==> config.mk <==
export PLATFORM = sky130hd
export DESIGN_NAME = spi_xfer_arbiter_flat
export DESIGN_NICKNAME = d
export VERILOG_FILES = /design/src/rtl/spi_xfer_arbiter_if.sv /design/src/rtl/spi_xfer_arbiter.sv /design/src/flat_wrapper.sv
export SDC_FILE = /design/constraint.sdc
export NUM_CORES = 1
export LEC_CHECK = 0
export ABC_AREA = 0
export CAP_MARGIN = 20
export CORE_UTILIZATION = 55
export DETAILED_ROUTE_END_ITERATION = 8
export DONT_BUFFER_PORTS = 1
export PLACE_DENSITY = 0.73
export SETUP_SLACK_MARGIN = 0.3
export SLEW_MARGIN = 20
export SYNTH_ARGS = -nofsm -noshare
export SYNTH_HDL_FRONTEND = slang
export SYNTH_SLANG_ARGS = --single-unit
==> constraint.sdc <==
create_clock -name clk -period 2.3 [get_ports clk]
set_clock_uncertainty 0.2 [all_clocks]
set_input_delay 0.23 -clock clk [delete_from_list [all_inputs] [get_ports clk]]
set_output_delay 0.23 -clock clk [all_outputs]
set_load 0.01 [all_outputs]
==> src/rtl/spi_xfer_arbiter_if.sv <==
// Bundle between the requesters, the arbiter and the shared spi_topmodule master.
// slave: seen from the arbiter; master: seen from requesters and the SPI master.
interface spi_xfer_arbiter_if #(
  parameter int NREQ = 4
);
  logic [NREQ-1:0]      req_valid;
  logic [2*NREQ-1:0]    req_mode;
  logic [32*NREQ-1:0]   req_wdata;
  logic [NREQ-1:0]      req_ready;
  logic [NREQ-1:0]      rsp_valid;
  logic [31:0]          rsp_rdata;
  logic                 rsp_err;
  logic [31:0]          spi_control;
  logic [31:0]          spi_datain;
  logic [31:0]          spi_dataout;
  logic [31:0]          spi_status;

  modport slave (
    input  req_valid, req_mode, req_wdata, spi_dataout, spi_status,
    output req_ready, rsp_valid, rsp_rdata, rsp_err, spi_control, spi_datain
  );

  modport master (
    output req_valid, req_mode, req_wdata, spi_dataout, spi_status,
    input  req_ready, rsp_valid, rsp_rdata, rsp_err, spi_control, spi_datain
  );
endinterface

==> src/rtl/spi_xfer_arbiter.sv <==
// Round-robin arbiter sharing one SPI master among NREQ requesters; runs one
// 32-bit transfer per grant and returns the MISO word (or a timeout error).
module spi_xfer_arbiter #(
  parameter int NREQ    = 4,
  parameter int GAP     = 4,
  parameter int TIMEOUT = 4096
) (
  input  logic clk,
  input  logic rstn,
  spi_xfer_arbiter_if.slave bus
);

  localparam int IDW  = (NREQ > 1) ? $clog2(NREQ) : 1;
  localparam int TMAX = (TIMEOUT > GAP) ? TIMEOUT : GAP;
  localparam int TW   = $clog2(TMAX + 1);
  localparam int unsigned NR = NREQ;

  typedef enum logic [2:0] {
    S_IDLE, S_SETUP, S_START, S_BUSY, S_DONE, S_ERR
  } state_t;

  state_t          r_state;
  logic [TW-1:0]   r_timer;
  logic [IDW-1:0]  r_id;
  logic [IDW-1:0]  r_last;
  logic [1:0]      r_mode;
  logic            r_en;
  logic [31:0]     r_datain;
  logic [31:0]     r_rdata;
  logic            r_err;
  logic [NREQ-1:0] r_req_ready;
  logic [NREQ-1:0] r_rsp_valid;

  logic            w_any;
  logic [IDW-1:0]  w_gid;
  logic [1:0]      w_mode;
  logic [31:0]     w_wdata;
  int unsigned     w_idx;
  logic            w_gap_done;
  logic            w_tmo;

  // Scan from the requester after the last winner, wrapping; first hit wins.
  always_comb begin
    w_any   = 1'b0;
    w_gid   = r_last;
    w_mode  = '0;
    w_wdata = '0;
    w_idx   = 0;
    for (int unsigned i = 1; i <= NR; i++) begin
      w_idx = (32'(r_last) + i) % NR;
      if (!w_any && 1'(bus.req_valid >> w_idx)) begin
        w_any   = 1'b1;
        w_gid   = IDW'(w_idx);
        w_mode  = 2'(bus.req_mode >> (2 * w_idx));
        w_wdata = 32'(bus.req_wdata >> (32 * w_idx));
      end
    end
  end

  assign w_gap_done = (r_timer == TW'(GAP - 1));
  assign w_tmo      = (r_timer == TW'(TIMEOUT - 1));

  always_ff @(posedge clk) begin
    if (!rstn) begin
      r_state     <= S_IDLE;
      r_timer     <= '0;
      r_id        <= '0;
      r_last      <= IDW'(NREQ - 1);
      r_mode      <= '0;
      r_en        <= 1'b0;
      r_datain    <= '0;
      r_rdata     <= '0;
      r_err       <= 1'b0;
      r_req_ready <= '0;
      r_rsp_valid <= '0;
    end else begin
      r_req_ready <= '0;
      r_rsp_valid <= '0;
      if (r_timer != '1) r_timer <= r_timer + TW'(1);
      // Outputs are set on the transition edge so they are valid throughout the new state.
      case (r_state)
        S_IDLE: begin
          r_en <= 1'b0;
          if (w_any) begin
            r_id        <= w_gid;
            r_mode      <= w_mode;
            r_datain    <= w_wdata;
            r_req_ready <= NREQ'(1) << w_gid;
            r_state     <= S_SETUP;
            r_timer     <= '0;
          end
        end
        S_SETUP: begin
          if (w_gap_done) begin
            r_en    <= 1'b1;
            r_state <= S_START;
            r_timer <= '0;
          end
        end
        S_START, S_BUSY: begin
          if (r_state == S_START && bus.spi_status[0]) begin
            r_state <= S_BUSY;
            r_timer <= '0;
          end else if (r_state == S_BUSY && !bus.spi_status[0]) begin
            r_en        <= 1'b0;
            r_rdata     <= bus.spi_dataout;
            r_err       <= 1'b0;
            r_rsp_valid <= NREQ'(1) << r_id;
            r_last      <= r_id;
            r_state     <= S_DONE;
            r_timer     <= '0;
          end else if (w_tmo) begin
            r_en        <= 1'b0;
            r_rdata     <= '0;
            r_err       <= 1'b1;
            r_rsp_valid <= NREQ'(1) << r_id;
            r_last      <= r_id;
            r_state     <= S_ERR;
            r_timer     <= '0;
          end
        end
        S_DONE, S_ERR: begin
          r_state <= S_IDLE;
          r_timer <= '0;
        end
        default: begin
          r_en    <= 1'b0;
          r_state <= S_IDLE;
          r_timer <= '0;
        end
      endcase
    end
  end

  assign bus.req_ready   = r_req_ready;
  assign bus.rsp_valid   = r_rsp_valid;
  assign bus.rsp_rdata   = r_rdata;
  assign bus.rsp_err     = r_err;
  assign bus.spi_control = {29'b0, r_mode, r_en};
  assign bus.spi_datain  = r_datain;

endmodule

==> src/flat_wrapper.sv <==
// flat-port wrapper written by rule: the top's interface ports become plain ports
module spi_xfer_arbiter_flat 
#(
  parameter int NREQ    = 4,
  parameter int GAP     = 4,
  parameter int TIMEOUT = 4096
)
  (clk, rstn, bus_req_valid, bus_req_mode, bus_req_wdata, bus_spi_dataout, bus_spi_status, bus_req_ready, bus_rsp_valid, bus_rsp_rdata, bus_rsp_err, bus_spi_control, bus_spi_datain);
  spi_xfer_arbiter_if #(.NREQ(NREQ)) bus_i ();
  input  logic clk;
  input  logic rstn;
  input wire logic [$bits(bus_i.req_valid)-1:0] bus_req_valid;
  input wire logic [$bits(bus_i.req_mode)-1:0] bus_req_mode;
  input wire logic [$bits(bus_i.req_wdata)-1:0] bus_req_wdata;
  input wire logic [$bits(bus_i.spi_dataout)-1:0] bus_spi_dataout;
  input wire logic [$bits(bus_i.spi_status)-1:0] bus_spi_status;
  output wire logic [$bits(bus_i.req_ready)-1:0] bus_req_ready;
  output wire logic [$bits(bus_i.rsp_valid)-1:0] bus_rsp_valid;
  output wire logic [$bits(bus_i.rsp_rdata)-1:0] bus_rsp_rdata;
  output wire logic [$bits(bus_i.rsp_err)-1:0] bus_rsp_err;
  output wire logic [$bits(bus_i.spi_control)-1:0] bus_spi_control;
  output wire logic [$bits(bus_i.spi_datain)-1:0] bus_spi_datain;
  assign bus_i.req_valid = bus_req_valid;
  assign bus_i.req_mode = bus_req_mode;
  assign bus_i.req_wdata = bus_req_wdata;
  assign bus_i.spi_dataout = bus_spi_dataout;
  assign bus_i.spi_status = bus_spi_status;
  assign bus_req_ready = bus_i.req_ready;
  assign bus_rsp_valid = bus_i.rsp_valid;
  assign bus_rsp_rdata = bus_i.rsp_rdata;
  assign bus_rsp_err = bus_i.rsp_err;
  assign bus_spi_control = bus_i.spi_control;
  assign bus_spi_datain = bus_i.spi_datain;
  spi_xfer_arbiter #(.NREQ(NREQ), .GAP(GAP), .TIMEOUT(TIMEOUT)) u_core (.clk(clk), .rstn(rstn), .bus(bus_i));
endmodule
## Word-level counts from Yosys, hierarchy flattened

Index checks and enable logic that the tools add are counted.

- Register bits after elaboration: 96
- Output and inout port bits: 105
- Input bits: 206
- Word-level logic and storage cells: 108

- Shifts and indexed selects: 14
- Reductions and logical operators: 19
- Bitwise gates (word level): 4
- Multiplexer cells: 42
- Equality and inequality tests: 13
- Add/subtract/negate cells: 5

Operators by type and width:

| kind | count |
|---|---|
| $shr 128x7->32 | 4 |
| $mux 32 | 6 |
| $mux 13 | 6 |
| $pmux 13 s3 | 1 |
| $shr 8x3->2 | 4 |
| $mux 2 | 10 |
| $shr 4x2->1 | 4 |
| $mux 3 | 5 |
| $add 13x1->13 const B | 1 |
| $eq 13x12->1 const B | 1 |
| $eq 13x2->1 const B | 1 |
| $ne 13x13->1 const B | 1 |
| $mux 1 | 10 |
| $pmux 3 s3 | 1 |
| $reduce_and 3->1 | 3 |
| $mux 4 | 2 |
| $shl 1x2->4 const A | 2 |
| $eq 3x2->1 const B | 2 |
| $eq 3x3->1 const B | 2 |
| $logic_and 1x1->1 | 5 |
| $add 2x1->2 const B | 2 |
| $add 2x2->2 const B | 2 |
| $logic_not 1->1 | 4 |
| $ne 2x1->1 const B | 2 |
| other kinds (12) | 16 |

## Depth between registers and ports, before layout

- Word-level depth: 14
- Mapped depth: 9

## Worst setup path after synthesis

No wires, ideal clock.

- Path kind: flip-flop to flip-flop
- Start point: register u_core.r_timer[0]
- End point: register u_core.r_timer[0]
- Stages on the path, launching flop included: 7
- Required time: 1,959 ps
- Library setup time: 141 ps
- Setup slack: 27 ps
- Arrival: 1,933 ps
- Cells stage by stage: dfxtp_1 > ha_1 > nand4_2 > or4_1 > a22oi_2 > buf_6 > nor3_2

- Longest elaborated chain between the ends: 6

RTL lines:

| element | RTL line | source |
|---|---|---|
| start: declaration | spi_xfer_arbiter.sv:23 | `logic [TW-1:0] r_timer;` |
| start signal: assignment | spi_xfer_arbiter.sv:79 | `if (r_timer != '1) r_timer <= r_timer + TW'(1);` |
| $add 13x1->13 / $ne 13x13->1 (equally long branches) | spi_xfer_arbiter.sv:79 |  |
| $mux 13 | spi_xfer_arbiter.sv:79 |  |
| $mux 13 | spi_xfer_arbiter.sv:112 | `end else if (w_tmo) begin` |
| $mux 13 | spi_xfer_arbiter.sv:104 | `end else if (r_state == S_BUSY && !bus.spi_status[0]) begin` |
| $mux 13 | spi_xfer_arbiter.sv:101 | `if (r_state == S_START && bus.spi_status[0]) begin` |
| $pmux 13 s3 (*) | spi_xfer_arbiter.sv:81 | `case (r_state)` |

Every way passes the cells marked *; elsewhere a longest branch is shown, timed or not.
A chain may end at the register's enable or synchronous reset.

## Final worst setup path

- Start point: register u_core.r_last[1]
- End point: register u_core.r_datain[8], in the netlist u_core.bus.spi_datain[8]

- Longest elaborated chain between the ends: 13

RTL lines:

| element | RTL line | source |
|---|---|---|
| start: declaration | spi_xfer_arbiter.sv:25 | `logic [IDW-1:0] r_last;` |
| start signal: assignment | spi_xfer_arbiter.sv:68 | `r_last <= IDW'(NREQ - 1);` |
| start signal: assignment | spi_xfer_arbiter.sv:109 | `r_last <= r_id;` |
| start signal: assignment | spi_xfer_arbiter.sv:117 | `r_last <= r_id;` |
| branches (longest 13 deep; another with $add 2x1->2) | - |  |
| end signal: assignment | spi_xfer_arbiter.sv:87 | `r_datain <= w_wdata;` |
| end: declaration | spi_xfer_arbiter.sv:28 | `logic [31:0] r_datain;` |

Parallel ways; which one is timed is not known.

==> summary.md <==
The run finished with clean final reports. The detail route stage leaves a number of antenna-violating nets equal to 0. Measured in cells, the most critical reg-to-reg path has a length of 8. Power spread over the standard cell area amounts to 704 nW/um2. Yosys mapped a number of flops with a built-in enable equal to 0.

The tools report the number of global-route vias before repair as 7738. The repair_antennas step left the layout with diodes totalling 0. Each instance of the synthesized netlist takes up on average 9.96 um2. The die covers 15200 um2. After detailed routing, the average wire length per cell comes to 28.1 um. Initial antenna violation count: 0.

Power comes to 7.38 mW. Buffers placed on the I/O ports in this run total 0. The run gives 0.15 ns as the worst reg-to-reg setup slack.

Setup repair after global routing could not meet its margin everywhere. Compared with the post-synthesis result, the final layout area differs by 29.7%. Setup violations remaining at the end of the flow were counted as 0. The die is 123 um tall. In this run the count of I/O pins placed on the die edge is 311. The run gives 0.210 as the fraction of power consumed by the clock network. Ranked by total cell area, the synthesized netlist is headed by dfxtp_1 24%, mux4_2 19%, mux2_2 9.5%, mux2i_1 4.8%, o21ai_0 4.3%.

The power share of the sequential group came out at 0.334. For this run, the leading register cell type out of synthesis is dfxtp_1. For this design the static power due to leakage is 4.14 nW. TritonCTS built the clock tree. Counting I/O delays and the setup requirement, the final critical path takes 2.15 ns.

The worst setup path is launched from a flop. The critical path is of the reg -> reg type. The worst-case clock buffer depth was 2; the warning count from the yosys run was 0. The fraction of synthesis flops using an asynchronous set or reset pin is 0, and the fraction of synthesized cell area taken by the top area cell type is 0.238.

The worst setup path is captured at a flop. After routing, the total negative slack on setup checks comes to 0 ns. At the worst endpoint, the required time is 2.37 ns. First-pass GRT wire length: 39.2 mm.

The H-tree was split into 3 levels. The cell count after synthesis came out at 812. Buffers inserted during clock tree synthesis total 9. For the initial standard-cell utilization of the core, the log shows 0.574. Across the run, the number of max-cap violations was 0. The number of core rows was 43; the share of layout cells above drive strength 1 was 0.409. The final layout contains routed wiring with a total length of 30.3 mm. The worst hold path passes through 3 cells. For the final RePlAce weighted congestion, the log shows 0.895.

Sequential share of the synthesized area: 0.238. After the last flow step, the layout net total stands at 1099. Counting the fill cells in the layout gives 888. The final design area excluding fillers came out at 10500 um2. The clock reaches the later pin of the worst-skew pair after 0.36 ns. The total global-route track usage was 0.333. Along the worst path, the maximum fanout reaches 8. Clock-pin slew was measured on the worst setup and hold paths at 0.08 ns. The switching share of power is 0.407, and the switching power is 3.01 mW. The synthesized netlist contains 62 unique library cells.

In the routed design, unresolved DRC markers number 0. Highest clock rate: 465 MHz. The number of hold-slack violations in the final timing report is 0, and the share of power burned in combinational logic is 0.455.

The synthesized design contains 96 register bits. The worst hold path begins at bus_req_wdata[71]. The data arrival at the endpoint of the critical path was 2.22 ns. The end point of the most critical hold path was u_core.bus.spi_datain[7].

dfxtp_1 takes more of the synthesized area than any other cell. The worst hold path class was in -> reg. The utilization after layout is 0.744, and the maximum number of pins on one net before global-route repair is 46. The length of the first detailed-routing pass in iterations was 6.

The combined area of all synthesized cells is 8090 um2. The number of vias per cell after detailed routing works out to 7.56. The region available for standard cell placement spans 14100 um2.

The detailed router finished its first iteration with 888 violations. The tools report the clock sink count as 96. The clock root buffer is clkbuf_16.

Summing over every cut layer, the via total after detailed routing is 8143. The final-report max-slew violation count is 0, and the worst vdd rail ir drop is 0.633 mV. The post-route fraction of the period consumed by the critical path is 0.935.

The launch point of the worst reg-to-reg path is u_core.r_last[1]. In this run the critical register-to-register path is captured at u_core.bus.spi_datain[8]. The estimated wirelength of the detail-placed design came out at 16.8 mm.

The chip width works out to 123 um. Cell internal power was estimated by the tool at 4.38 mW. Summed over all layers, the global routing overflow is 0. In this run the cell area measured after placement is 8470 um2.
worst max-delay path, stage by stage (launching register included):
cell and delay (ns):
dfxtp_4 0.38, buf_8 0.14, buf_6 0.12, or3b_4 0.38
a21oi_4 0.26, buf_6 0.18, clkbuf_16 0.16, a221oi_2 0.06
a31oi_1 0.17
layout make-up:
cell class	count	area, um2	area share
well taps	180	225	0.0215
clock buffers	9	225	0.0215
inverters	6	22.5	0.00215
flip-flops and latches	96	1950	0.186
clock inverters	7	78.8	0.00751
multi-input cells	620	6050	0.577
repair buffers	159	1940	0.185
logic make-up after synthesis:
group	share of synthesized area
fa+ha+maj	0.00155
other cells	0.000464
compound gates	0.211
simple gates	0.127
buf+inv	0.0798
xor+xnor	0.00758
flops	0.238
mux	0.335
timing repair:
item / 4_1_cts / 5_1_grt
cloned: 5 / 15
setup endpoints to repair: 80 / 84
gates resized for setup: 51 / 68
hold buffers: 36 / 0
buffers inserted: 16 / 25
endpoints found under the hold margin: 73 / 0
pin swaps: 16 / 48
metal layers:
metal | GRT usage | share of wire
met1 | 0.371 | 0.34
met2 | 0.579 | 0.48
met3 | 0.0973 | 0.12
met4 | 0.165 | 0.058
met5 | 0 | 0
per-stage QoR:
stage	std cells	setup slack (ns)	hold slack (ns)
6_report	1077	0.148	0.00191
3_3_place_gp	964	0.0651	0.124
4_1_cts	1037	0.248	0.00525
5_1_grt	1077	0.0980	0.00898
3_5_place_dp	964	0.00768	0.140
2_1_floorplan	840	0.284	0.156
layout by cell type, fill, tap and decap left out, types with 9 or more instances in the layout:
cell type      Yosys  layout
mux2i_1           39      39
nor2_1            10       9
a221oi_2           0      30
buf_12             0      14
mux2_2            68      68
o21ai_0           70      68
dfxtp_1           96      84
o31ai_1           37      31
clkbuf_16          0      21
dlygate4sd3_1      0      35
and2_1            34      34
buf_4             32      64
conb_1             1      29
a31oi_1           36      36
nand2_1           11      11
mux4_2            69      69
nand3_1           41      41
a22o_1            32      32
buf_6              3      22
power by group through the flow:
stage	Clock, mW	Sequential (mW)	Combinational (mW)
after floorplan	0	2.33	2.12
after global routing	1.64	2.50	3.54
after global placement	0	2.50	2.48
after CTS	1.55	2.46	2.91
final	1.55	2.47	3.36
after detailed placement	0	2.51	2.61
state kept, by name, indices dropped and copies added, names as in the netlist:
register	flops
u_core.r_last	2
u_core.r_en	1
u_core.bus.spi_datain	32
u_core.bus.rsp_valid	4
u_core.bus.rsp_rdata	32
u_core.r_id	2
u_core.bus.req_ready	4
u_core.r_timer	13
u_core.bus.rsp_err	1
u_core.r_mode	2
u_core.r_state	3
worst max-delay path by stage:
| stage | startpoint | endpoint | slack [ns] | cells past startpoint |
|---|---|---|---|---|
| final | u_core.r_last[1] | u_core.bus.spi_datain[8] | 0.15 | 8 |
| after global routing | u_core.r_last[1] | u_core.bus.spi_datain[8] | 0.1 | 8 |
| after CTS | u_core.r_last[1] | u_core.bus.spi_datain[0] | 0.25 | 7 |
| after floorplan | u_core.r_last[1] | u_core.bus.spi_datain[23] | 0.28 | 6 |
| after global placement | u_core.r_last[1] | u_core.bus.spi_datain[9] | 0.07 | 5 |
| after detailed placement | u_core.r_last[1] | u_core.bus.spi_datain[30] | 0.008 | 5 |
Yosys cell counts (all sizes together) (3+ instances only):
master   n
dfxtp   96
a22o    32
or4      4
or3b     3
a31oi   36
nor2    10
clkbuf  50
nand2   11
mux4    69
a221oi  34
xor2     5
nand3b   3
o21ai   70
and2    37
or3      4
nand3   41
mux2i   39
a211oi   7
nor4     8
nand4    6
a21oi   12
mux2    68
o31ai   37
nor3    16
and3     3
nand2b   7
inv      6
buf     68
(Power assumes the default switching activity.)
